===== src/rtl/mem_access_unit_pkg.sv =====
// Shared types and helpers for the load/store bus stage.
// Size/state encodings plus the size+offset to byte-lane mapping.
package mem_access_unit_pkg;

    typedef enum logic [1:0] {
        MEM_BYTE = 2'b00,
        MEM_HALF = 2'b01,
        MEM_WORD = 2'b10
    } mem_size_t;

    typedef enum logic [1:0] {
        ST_IDLE  = 2'b00,
        ST_REQ   = 2'b01,
        ST_RDATA = 2'b10,
        ST_DONE  = 2'b11
    } mem_state_t;

    // Lane 3 (bit 3) is the most significant byte, i.e. byte offset 0.
    function automatic logic [3:0] byteenable_for(mem_size_t size, logic [1:0] offset);
        logic [3:0] be;
        be = 4'b0000;
        case (size)
            MEM_BYTE: be = 4'b1000 >> offset;
            MEM_HALF: begin
                if (offset == 2'd0)      be = 4'b1100;
                else if (offset == 2'd2) be = 4'b0011;
                else                     be = 4'b0000;
            end
            MEM_WORD: be = 4'b1111;
            default:  be = 4'b0000;
        endcase
        return be;
    endfunction

    function automatic logic is_misaligned(mem_size_t size, logic [1:0] offset);
        logic bad;
        case (size)
            MEM_BYTE: bad = 1'b0;
            MEM_HALF: bad = offset[0];
            MEM_WORD: bad = (offset != 2'd0);
            default:  bad = 1'b1;
        endcase
        return bad;
    endfunction

endpackage


===== src/rtl/mem_access_unit_stall_timer.sv =====
// Counts consecutive waitrequest-high cycles and flags the one that hits the limit.
// Zero latency on expired; clear has priority over enable; TIMEOUT_CYCLES = 0 never expires.
module mem_stall_timer #(
    parameter int TIMEOUT_CYCLES = 1024,
    parameter int CNT_W          = 16
) (
    input  logic clk,
    input  logic reset_ni,
    input  logic clear,
    input  logic enable,
    output logic expired
);

    localparam logic [CNT_W-1:0] LAST = CNT_W'(TIMEOUT_CYCLES - 1);

    logic [CNT_W-1:0] count;

    always_ff @(posedge clk or negedge reset_ni) begin
        if (!reset_ni) begin
            count <= '0;
        end else if (clear) begin
            count <= '0;
        end else if (enable) begin
            count <= count + 1'b1;
        end
    end

    // The stall in progress is the one that brings the count up to the limit.
    assign expired = (TIMEOUT_CYCLES != 0) && enable && (count == LAST);

endmodule


===== src/rtl/mem_access_unit.sv =====
// Runs one Avalon-style load/store per start strobe and returns the read word to the ALU.
// Zero-wait latency: write done T+2, read done T+3, misaligned T+1; holds strobe while waitrequest.
module mem_access_unit
    import mem_access_unit_pkg::*;
#(
    parameter int TIMEOUT_CYCLES = 1024,
    parameter int CNT_W          = 16
) (
    input  logic        clk,
    input  logic        reset_ni,
    input  logic        start_i,
    input  logic        is_store_i,
    input  mem_size_t   size_i,
    input  logic [31:0] address_i,
    input  logic [1:0]  byte_offset_i,
    input  logic [31:0] store_data_i,
    output logic [31:0] avm_address_o,
    output logic        avm_read_o,
    output logic        avm_write_o,
    output logic [31:0] avm_writedata_o,
    output logic [3:0]  avm_byteenable_o,
    input  logic        avm_waitrequest_i,
    input  logic [31:0] avm_readdata_i,
    output logic [31:0] readdata_o,
    output logic        busy_o,
    output logic        done_o,
    output logic        error_o
);

    mem_state_t  state_q, state_d;
    logic        store_q, store_d;
    logic        read_d, write_d, done_d, error_d, busy_d;
    logic [31:0] addr_d, wdata_d, rdata_d;
    logic [3:0]  be_d;
    logic        stall_expired;

    // The ALU supplies the lane position separately; the address low bits carry no information.
    logic unused_addr_bits;
    assign unused_addr_bits = ^address_i[1:0];

    mem_stall_timer #(
        .TIMEOUT_CYCLES (TIMEOUT_CYCLES),
        .CNT_W          (CNT_W)
    ) u_stall_timer (
        .clk      (clk),
        .reset_ni (reset_ni),
        .clear    (state_q != ST_REQ),
        .enable   ((state_q == ST_REQ) && avm_waitrequest_i),
        .expired  (stall_expired)
    );

    always_comb begin
        state_d = state_q;
        store_d = store_q;
        read_d  = avm_read_o;
        write_d = avm_write_o;
        addr_d  = avm_address_o;
        wdata_d = avm_writedata_o;
        be_d    = avm_byteenable_o;
        rdata_d = readdata_o;
        done_d  = 1'b0;
        error_d = 1'b0;

        case (state_q)
            ST_IDLE: begin
                if (start_i) begin
                    addr_d  = {address_i[31:2], 2'b00};
                    wdata_d = store_data_i;
                    be_d    = byteenable_for(size_i, byte_offset_i);
                    store_d = is_store_i;
                    if (is_misaligned(size_i, byte_offset_i)) begin
                        state_d = ST_DONE;
                        done_d  = 1'b1;
                        error_d = 1'b1;
                    end else begin
                        state_d = ST_REQ;
                        read_d  = !is_store_i;
                        write_d = is_store_i;
                    end
                end
            end
            ST_REQ: begin
                if (!avm_waitrequest_i) begin
                    read_d  = 1'b0;
                    write_d = 1'b0;
                    state_d = store_q ? ST_DONE : ST_RDATA;
                    done_d  = store_q;
                end else if (stall_expired) begin
                    read_d  = 1'b0;
                    write_d = 1'b0;
                    state_d = ST_DONE;
                    done_d  = 1'b1;
                    error_d = 1'b1;
                end
            end
            ST_RDATA: begin
                rdata_d = avm_readdata_i;
                state_d = ST_DONE;
                done_d  = 1'b1;
            end
            ST_DONE: begin
                state_d = ST_IDLE;
            end
            default: begin
                state_d = ST_IDLE;
                read_d  = 1'b0;
                write_d = 1'b0;
            end
        endcase

        busy_d = (state_d != ST_IDLE);
    end

    always_ff @(posedge clk or negedge reset_ni) begin
        if (!reset_ni) begin
            state_q          <= ST_IDLE;
            store_q          <= 1'b0;
            avm_read_o       <= 1'b0;
            avm_write_o      <= 1'b0;
            avm_address_o    <= '0;
            avm_writedata_o  <= '0;
            avm_byteenable_o <= 4'b0000;
            readdata_o       <= '0;
            busy_o           <= 1'b0;
            done_o           <= 1'b0;
            error_o          <= 1'b0;
        end else begin
            state_q          <= state_d;
            store_q          <= store_d;
            avm_read_o       <= read_d;
            avm_write_o      <= write_d;
            avm_address_o    <= addr_d;
            avm_writedata_o  <= wdata_d;
            avm_byteenable_o <= be_d;
            readdata_o       <= rdata_d;
            busy_o           <= busy_d;
            done_o           <= done_d;
            error_o          <= error_d;
        end
    end

endmodule


===== config.mk =====
export PLATFORM = sky130hd
export DESIGN_NAME = mem_access_unit
export DESIGN_NICKNAME = d
export VERILOG_FILES = /design/src/rtl/mem_access_unit_pkg.sv /design/src/rtl/mem_access_unit_stall_timer.sv /design/src/rtl/mem_access_unit.sv
export SDC_FILE = /design/constraint.sdc
export NUM_CORES = 1
export LEC_CHECK = 0
export ABC_AREA = 1
export CAP_MARGIN = 25
export CORE_ASPECT_RATIO = 1.75
export CORE_MARGIN = 2
export CORE_UTILIZATION = 34
export DETAILED_ROUTE_END_ITERATION = 12
export HOLD_SLACK_MARGIN = 0.12
export PLACE_DENSITY_LB_ADDON = 0.2
export SLEW_MARGIN = 15
export SYNTH_ARGS = -nofsm -noshare
export SYNTH_HDL_FRONTEND = slang
export SYNTH_SLANG_ARGS = --single-unit

===== constraint.sdc =====
create_clock -name clk -period 1.8 [get_ports clk]
set_input_delay 0.27 -clock clk [delete_from_list [all_inputs] [get_ports clk]]
set_output_delay 0.27 -clock clk [all_outputs]
set_load 0.01 [all_outputs]

==> qor.log <==
[detailed_routing] DRC Markers 0
[clock_tree] # resized after CTS 0
[logic_synthesis] share of synthesized area occupied by flip-flops and latches 0.6062
[critical_path] Worst Path Arrival 1360 ps
[critical_path] Critical Path, Cell by Cell clkdlybuf4s50_1
[floorplanning] die width 96 microns
[critical_path] crit end category output pin
[critical_path] Top Family by Delay on Critical Path buffers and inverters
[critical_path] Critical R2R Launch u_stall_timer.count[0]
[critical_path] CP required 1530 ps
[clock_tree] total number of clock tree sinks 122
[final_layout] final std cells w/o fill 999
[timing] final setup vio count 0
[logic_synthesis] total standard cell area after synthesis 0.005036 sq mm
[final_layout] Synth-to-Final Area Change 56.45%
[detailed_routing] drt first-iter violations 216
[power] Power Density 1697 mW/mm^2
[grt] all-layer global routing usage 0.1825
[outcome] run status finished, final reports clean
[grt] initial antenna violation count 0
[place] # placed instances 966
[job] count of maximum capacitance violations 0
[grt] first-pass GRT wire length 22.12 mm
[floorplanning] Top-Level Pins 210
[detailed_routing] total wirelength of the detailed-routed design 13.84 mm
[final_layout] final cell area excluding filler cells 0.007879 sq mm
[floorplanning] floorplan die height 165 microns
[floorplanning] Starting Density 0.3487
[place] Post-Place Cell Area 0.007267 sq mm
[critical_path] critical path peak fanout 2
[hold_path] class of the tightest hold or removal check primary input to asynchronous set/reset pin
[detailed_routing] via total after detailed routing 4559
[final_layout] share of final-layout standard cells stronger than drive strength 1 0.06716
[detailed_routing] routed length per instance 13.86 microns
[power] Max IR drop VDD 0.9209 mV
[detailed_routing] post-route antenna net violation count 0
[final_layout] most frequent cells in the layout sky130_fd_sc_hd__nand2_1 (335), sky130_fd_sc_hd__clkdlybuf4s50_1 (204), sky130_fd_sc_hd__dfrtp_1 (122), sky130_fd_sc_hd__nor2_1 (27), sky130_fd_sc_hd__inv_1 (23)
[logic_synthesis] share of the synthesized area in compound gates (AO/OA/AOI/OAI) 0.03304
[grt] pin count of the biggest net entering global routing 76
[clock_tree] Clock transition at path regs 60 ps
[logic_synthesis] number of register bits inferred by synthesis 122
[logic_synthesis] Post-Syn Area per Cell 8.478 sq um
[timing] min cycle time layout 1634 ps
[timing] Worst Tran Pin Value 589.1 ps
[logic_synthesis] count of different cell masters after synthesis 29
[place] I/O Buffers 205
[critical_path] reg-to-reg critical path endpoint u_stall_timer.count[14]
[logic_synthesis] number of warnings printed during yosys synthesis 0
[timing] final setup slack of the worst path 166.4 ps
[timing] sum of negative setup slack 0 ps
[place] pre-CTS setup slack 79.23 ps
[clock_tree] Skew-Pair Late Insertion Delay 420 ps
[logic_synthesis] multiplexer share of the synthesized area 0
[floorplanning] number of placement rows 58
[logic_synthesis] dominant combinational cell family by area after synthesis simple AND/OR/NAND/NOR gates
[critical_path] slowest CP cell sky130_fd_sc_hd__clkdlybuf4s50_1
[logic_synthesis] Synth Instances 594
[grt] number of global-route vias before repair 4539
[timing] highest clock rate 0.6122 GHz
[critical_path] Crit Path Class flop to output pin
[critical_path] peak per-stage delay on the critical path 560 ps
[critical_path] setup slack, reg-to-reg 350 ps
[place] HPWL after detailed placement 10.19 mm
[clock_tree] Inserted Clock Buffers 17
[critical_path] number of buffers and inverters on the critical path 1
[floorplanning] core area 0.01444 sq mm
[timing] fin crit share 0.9075
[critical_path] crit start category flop
[floorplanning] Die Area 0.01584 sq mm
[logic_synthesis] Synth Area in Simple Gates 0.3081
[detailed_routing] routed via count divided by cell count 4.564
[timing] final hold viol count 0
[logic_synthesis] xor/xnor share of the synthesized area 0
[place] placer congestion estimate 0.7658
[clock_tree] CTS tree built
[final_layout] layout net count 912
[clock_tree] worst-case clock buffer depth 2
[detailed_routing] Pre-antenna DRT Iters 4
[grt] total congestion overflow after global routing 0
[clock_tree] setup bufs post-CTS 0
[timing] setup repair after global routing missed its margin no
[final_layout] number of antenna cells inserted 0
[timing] number of pins with negative max-slew slack in the final report 0
[clock_tree] Max H-tree Level 4
[power] Leakage Power 3.854 nW
[logic_synthesis] post-synthesis adder-cell area fraction 0.002484
[final_layout] core occupancy in the finished layout 0.5456
[critical_path] worst-case reg-to-reg path depth 8
[clock_tree] root buf cell sky130_fd_sc_hd__clkbuf_16
[timing] largest clock skew in the final design 10.66 ps
[timing] remaining max-slew budget at the tightest pin 0.6073
[final_layout] most common cell after layout, fill and taps aside sky130_fd_sc_hd__nand2_1
-- through the flow --
step	hold WS, ps	power (mW)
final	382.7	13.37
after global routing	389.7	14.30
after CTS	369.3	13.57
after detailed placement	322.1	10.01
after global placement	318.5	9.873
after floorplan	-25.59	6.941
-- cell families (layout without fill, tap and decap cells) --
kind of cell	Yosys count	count (layout)
AND/OR/NAND/NOR	391	391
flip-flops	122	122
other	1	2
AO/OA/AOI/OAI	28	28
adder cells (fa/ha/maj)	1	1
buffers and inverters	51	275
-- worst max-delay path by stage --
stage | endpoint | slack, ps | depth (start not counted) | start
floorplan | u_stall_timer.count[14] | 500 | 8 | u_stall_timer.count[0]
global placement | u_stall_timer.count[9] | 80 | 8 | avm_waitrequest_i
detailed placement | u_stall_timer.count[9] | 80 | 8 | avm_waitrequest_i
CTS | avm_read_o | 140 | 1 | avm_read_o
global route | avm_writedata_o[8] | 130 | 1 | avm_writedata_o[8]
finish | avm_read_o | 170 | 1 | avm_read_o
-- synth_stat cells --
| cell type | number | area (sq um) |
|---|---|---|
| sky130_fd_sc_hd__o21ai_1 | 3 | 15.01 |
| sky130_fd_sc_hd__nor2_1 | 27 | 101.4 |
| sky130_fd_sc_hd__o221ai_1 | 1 | 8.760 |
| sky130_fd_sc_hd__inv_1 | 23 | 86.33 |
| sky130_fd_sc_hd__o21bai_1 | 1 | 7.510 |
| sky130_fd_sc_hd__clkbuf_1 | 3 | 11.26 |
| sky130_fd_sc_hd__nor2_4 | 2 | 22.52 |
| sky130_fd_sc_hd__nand4_1 | 6 | 37.54 |
| sky130_fd_sc_hd__o211ai_1 | 2 | 15.01 |
| sky130_fd_sc_hd__inv_2 | 4 | 15.01 |
| sky130_fd_sc_hd__nand3_2 | 2 | 20.02 |
| sky130_fd_sc_hd__nor2_2 | 4 | 25.02 |
| sky130_fd_sc_hd__a2bb2oi_1 | 1 | 8.760 |
| sky130_fd_sc_hd__nand2_1 | 335 | 1257 |
| sky130_fd_sc_hd__buf_6 | 3 | 33.78 |
| sky130_fd_sc_hd__nand3_1 | 12 | 60.06 |
| sky130_fd_sc_hd__nor3_2 | 1 | 10.01 |
| sky130_fd_sc_hd__conb_1 | 1 | 3.750 |
| sky130_fd_sc_hd__a22o_1 | 1 | 8.760 |
| sky130_fd_sc_hd__buf_4 | 5 | 37.54 |
| sky130_fd_sc_hd__and2_1 | 1 | 6.260 |
| sky130_fd_sc_hd__ha_1 | 1 | 12.51 |
| sky130_fd_sc_hd__a31oi_1 | 2 | 12.51 |
| sky130_fd_sc_hd__dfrtp_1 | 122 | 3053 |
| sky130_fd_sc_hd__nand2_4 | 1 | 11.26 |
| sky130_fd_sc_hd__o21a_1 | 2 | 15.01 |
| sky130_fd_sc_hd__buf_2 | 13 | 65.06 |
| sky130_fd_sc_hd__o21ai_0 | 7 | 35.03 |
| sky130_fd_sc_hd__a21oi_1 | 8 | 40.04 |
-- report_power, final --
group          switching, mW  total [mW]  internal (mW)
logic                   2.59        5.34           2.75
clock network           1.29        3.48           2.19
registers              0.656        4.56           3.90
total                   4.53        13.4           8.84
-- layer usage --
metal / vias to the layer above / GRT usage / part of all wire
li1: 2247 / - / -
met1: 2128 / 0.1987 / 0.36
met2: 159 / 0.3097 / 0.53
met3: 25 / 0.06797 / 0.079
met4: 0 / 0.08247 / 0.028
met5: - / 0 / 0
-- layout make-up --
class,instances,area [sq um]
well taps,180,225.2
fillers,1322,6563
flip-flops and latches,122,3053
multi-input cells,422,1738
repair buffers,216,2160
clock buffers,19,432.9
inverters,27,101.3
clock inverters,13,168.9
-- sequential cells by signal (all words and copies together), names as in the netlist --
register,count
avm_writedata_o,32
readdata_o,32
avm_address_o,30
u_stall_timer.count,16
avm_byteenable_o,4
state_q,2
avm_read_o,1
avm_write_o,1
busy_o,1
done_o,1
error_o,1
store_q,1
-- repair_timing --
action / CTS / global route
setup endpoints to repair: 0 / 0
hold endpoints to repair: 122 / 0
hold buffers: 1 / 0
No activity file was read; power rests on OpenSTA's default activity.
==> edit (config.mk and constraints unchanged) <==
`TIMEOUT_CYCLES` is set to 1024 in 2 places; all go to 768.
--- a/src/rtl/mem_access_unit_stall_timer.sv
+++ b/src/rtl/mem_access_unit_stall_timer.sv
@@ -3,3 +3,3 @@
 module mem_stall_timer #(
-    parameter int TIMEOUT_CYCLES = 1024,
+    parameter int TIMEOUT_CYCLES = 768,
     parameter int CNT_W          = 16
--- a/src/rtl/mem_access_unit.sv
+++ b/src/rtl/mem_access_unit.sv
@@ -5,3 +5,3 @@
 #(
-    parameter int TIMEOUT_CYCLES = 1024,
+    parameter int TIMEOUT_CYCLES = 768,
     parameter int CNT_W          = 16
Behaviour: same outputs for any inputs over 4 cycles, from zero or initial values and one cycle with reset_ni low; that may be too few to reach the edited logic, so the function may still have changed.
==> edit against the unedited design <==
Sequential cell count did not move; power down 0.74%; worst setup slack gained 0.0090 ns; highest routed layer unchanged; largest cell class unchanged; register-to-register slack improved by 0.05 ns; wire length grew 0.43%; sequential power shrank 2%; final area grew 0.60%; area after synthesis down 0.22%.
==> edit: results <==
[status]
status = completed

[critical_path]
r2r_cells = 8
reg2reg_slack_ns = 0.40
r2r-end = u_stall_timer.count[12]
max_stage_delay_ns = 0.59
worstReg2RegStart = u_stall_timer.count[1]
startpoint = avm_address_o[28]
crit_family = buffers and inverters
arrival_ns = 1.35
endpoint = avm_address_o[28]

[place]
dp_slack_ns = 0.02195
gp_congestion = 0.7839
hpwl_um = 10100
place_area_um2 = 7303
placed_cells = 960

[power]
p_int_mw = 8.742
p_leak_nw = 3.845
ir_worst_vdd_v = 0.0007861

[synth]
syn_inst = 590
synth-xor-area-share = 0
synth.area.mux_share = 0
synthAdderAreaFrac = 0.002490
synth_cell_types = 32
yosys-top-cells-area = dfrtp_1 61%, nand2_1 24%, inv_1 2.0%
synth_compound_area_frac = 0.03860
seq_area_frac_synth = 0.6076
synthArstFlopShare = 1.000
synth_common_cells = 326 x nand2_1, 122 x dfrtp_1, 27 x inv_1, 21 x nor2_1, 13 x buf_2

[global_routing]
grt_usage = 0.1812
antenna_found_initial = 0
grt_first_pass_wirelength_um = 21950
grt_pass1_vias = 4566
grt_max_degree = 63

[cells_and_area]
layout-drive-gt1-share = 0.07257
top_regs = avm_writedata_o (32), readdata_o (32), avm_address_o (30)
fillers = 1305
nNetsFinal = 906
n_antenna_cell = 0

[min_path]
min_from = address_i[27]
hp-class = in -> reg
hold_depth = 3

[clock_network]
cts-buffers-inserted = 17
htree_num_levels = 4
path_clk_slew_ns = 0.06
cts-root-buf = clkbuf_16
cts.repair.resized = 0
clock_latency_ns = 0.42

[timing]
post-route-period-util = 0.9025
holdWs_ns = 0.3835
fin_skew_ns = 0.01224
tightest_slew_ns = 0.5067

[route]
drtIter0Drc = 235
wl_per_cell_um = 14.00
drt_wl_total_um = 13900
viasPerCell = 4.534
-- edit: power groups by stage --
stage          registers (mW)  clock network (mW)  logic, mW
3_5_place_dp             4.51                   0       5.35
2_1_floorplan            5.00                   0       1.77
6_report                 4.49                3.52       5.26
3_3_place_gp             4.47                   0       5.26
4_1_cts                  4.49                3.62       5.37
5_1_grt                  4.62                3.74       5.81
-- edit: area by class of cell --
type | count | area [µm²] | share of cell area
sequential | 122 | 3053 | 0.3852
timing repair buffer | 215 | 2190 | 0.2762
inverter | 31 | 117.6 | 0.01484
tap | 180 | 225.2 | 0.02841
multi-input combinational | 413 | 1728 | 0.2180
clock inverter | 14 | 173.9 | 0.02194
clock buffer | 18 | 439.2 | 0.05541
-- edit: routing by layer --
| layer | vias to the layer above | routed length, µm | GRT usage |
|---|---|---|---|
| li1 | 2233 | - | - |
| met1 | 2094 | 5066 | 0.1978 |
| met2 | 157 | 7467 | 0.3140 |
| met3 | 18 | 1059 | 0.06432 |
| met4 | 0 | 308 | 0.07403 |
| met5 | - | 0 | 0 |
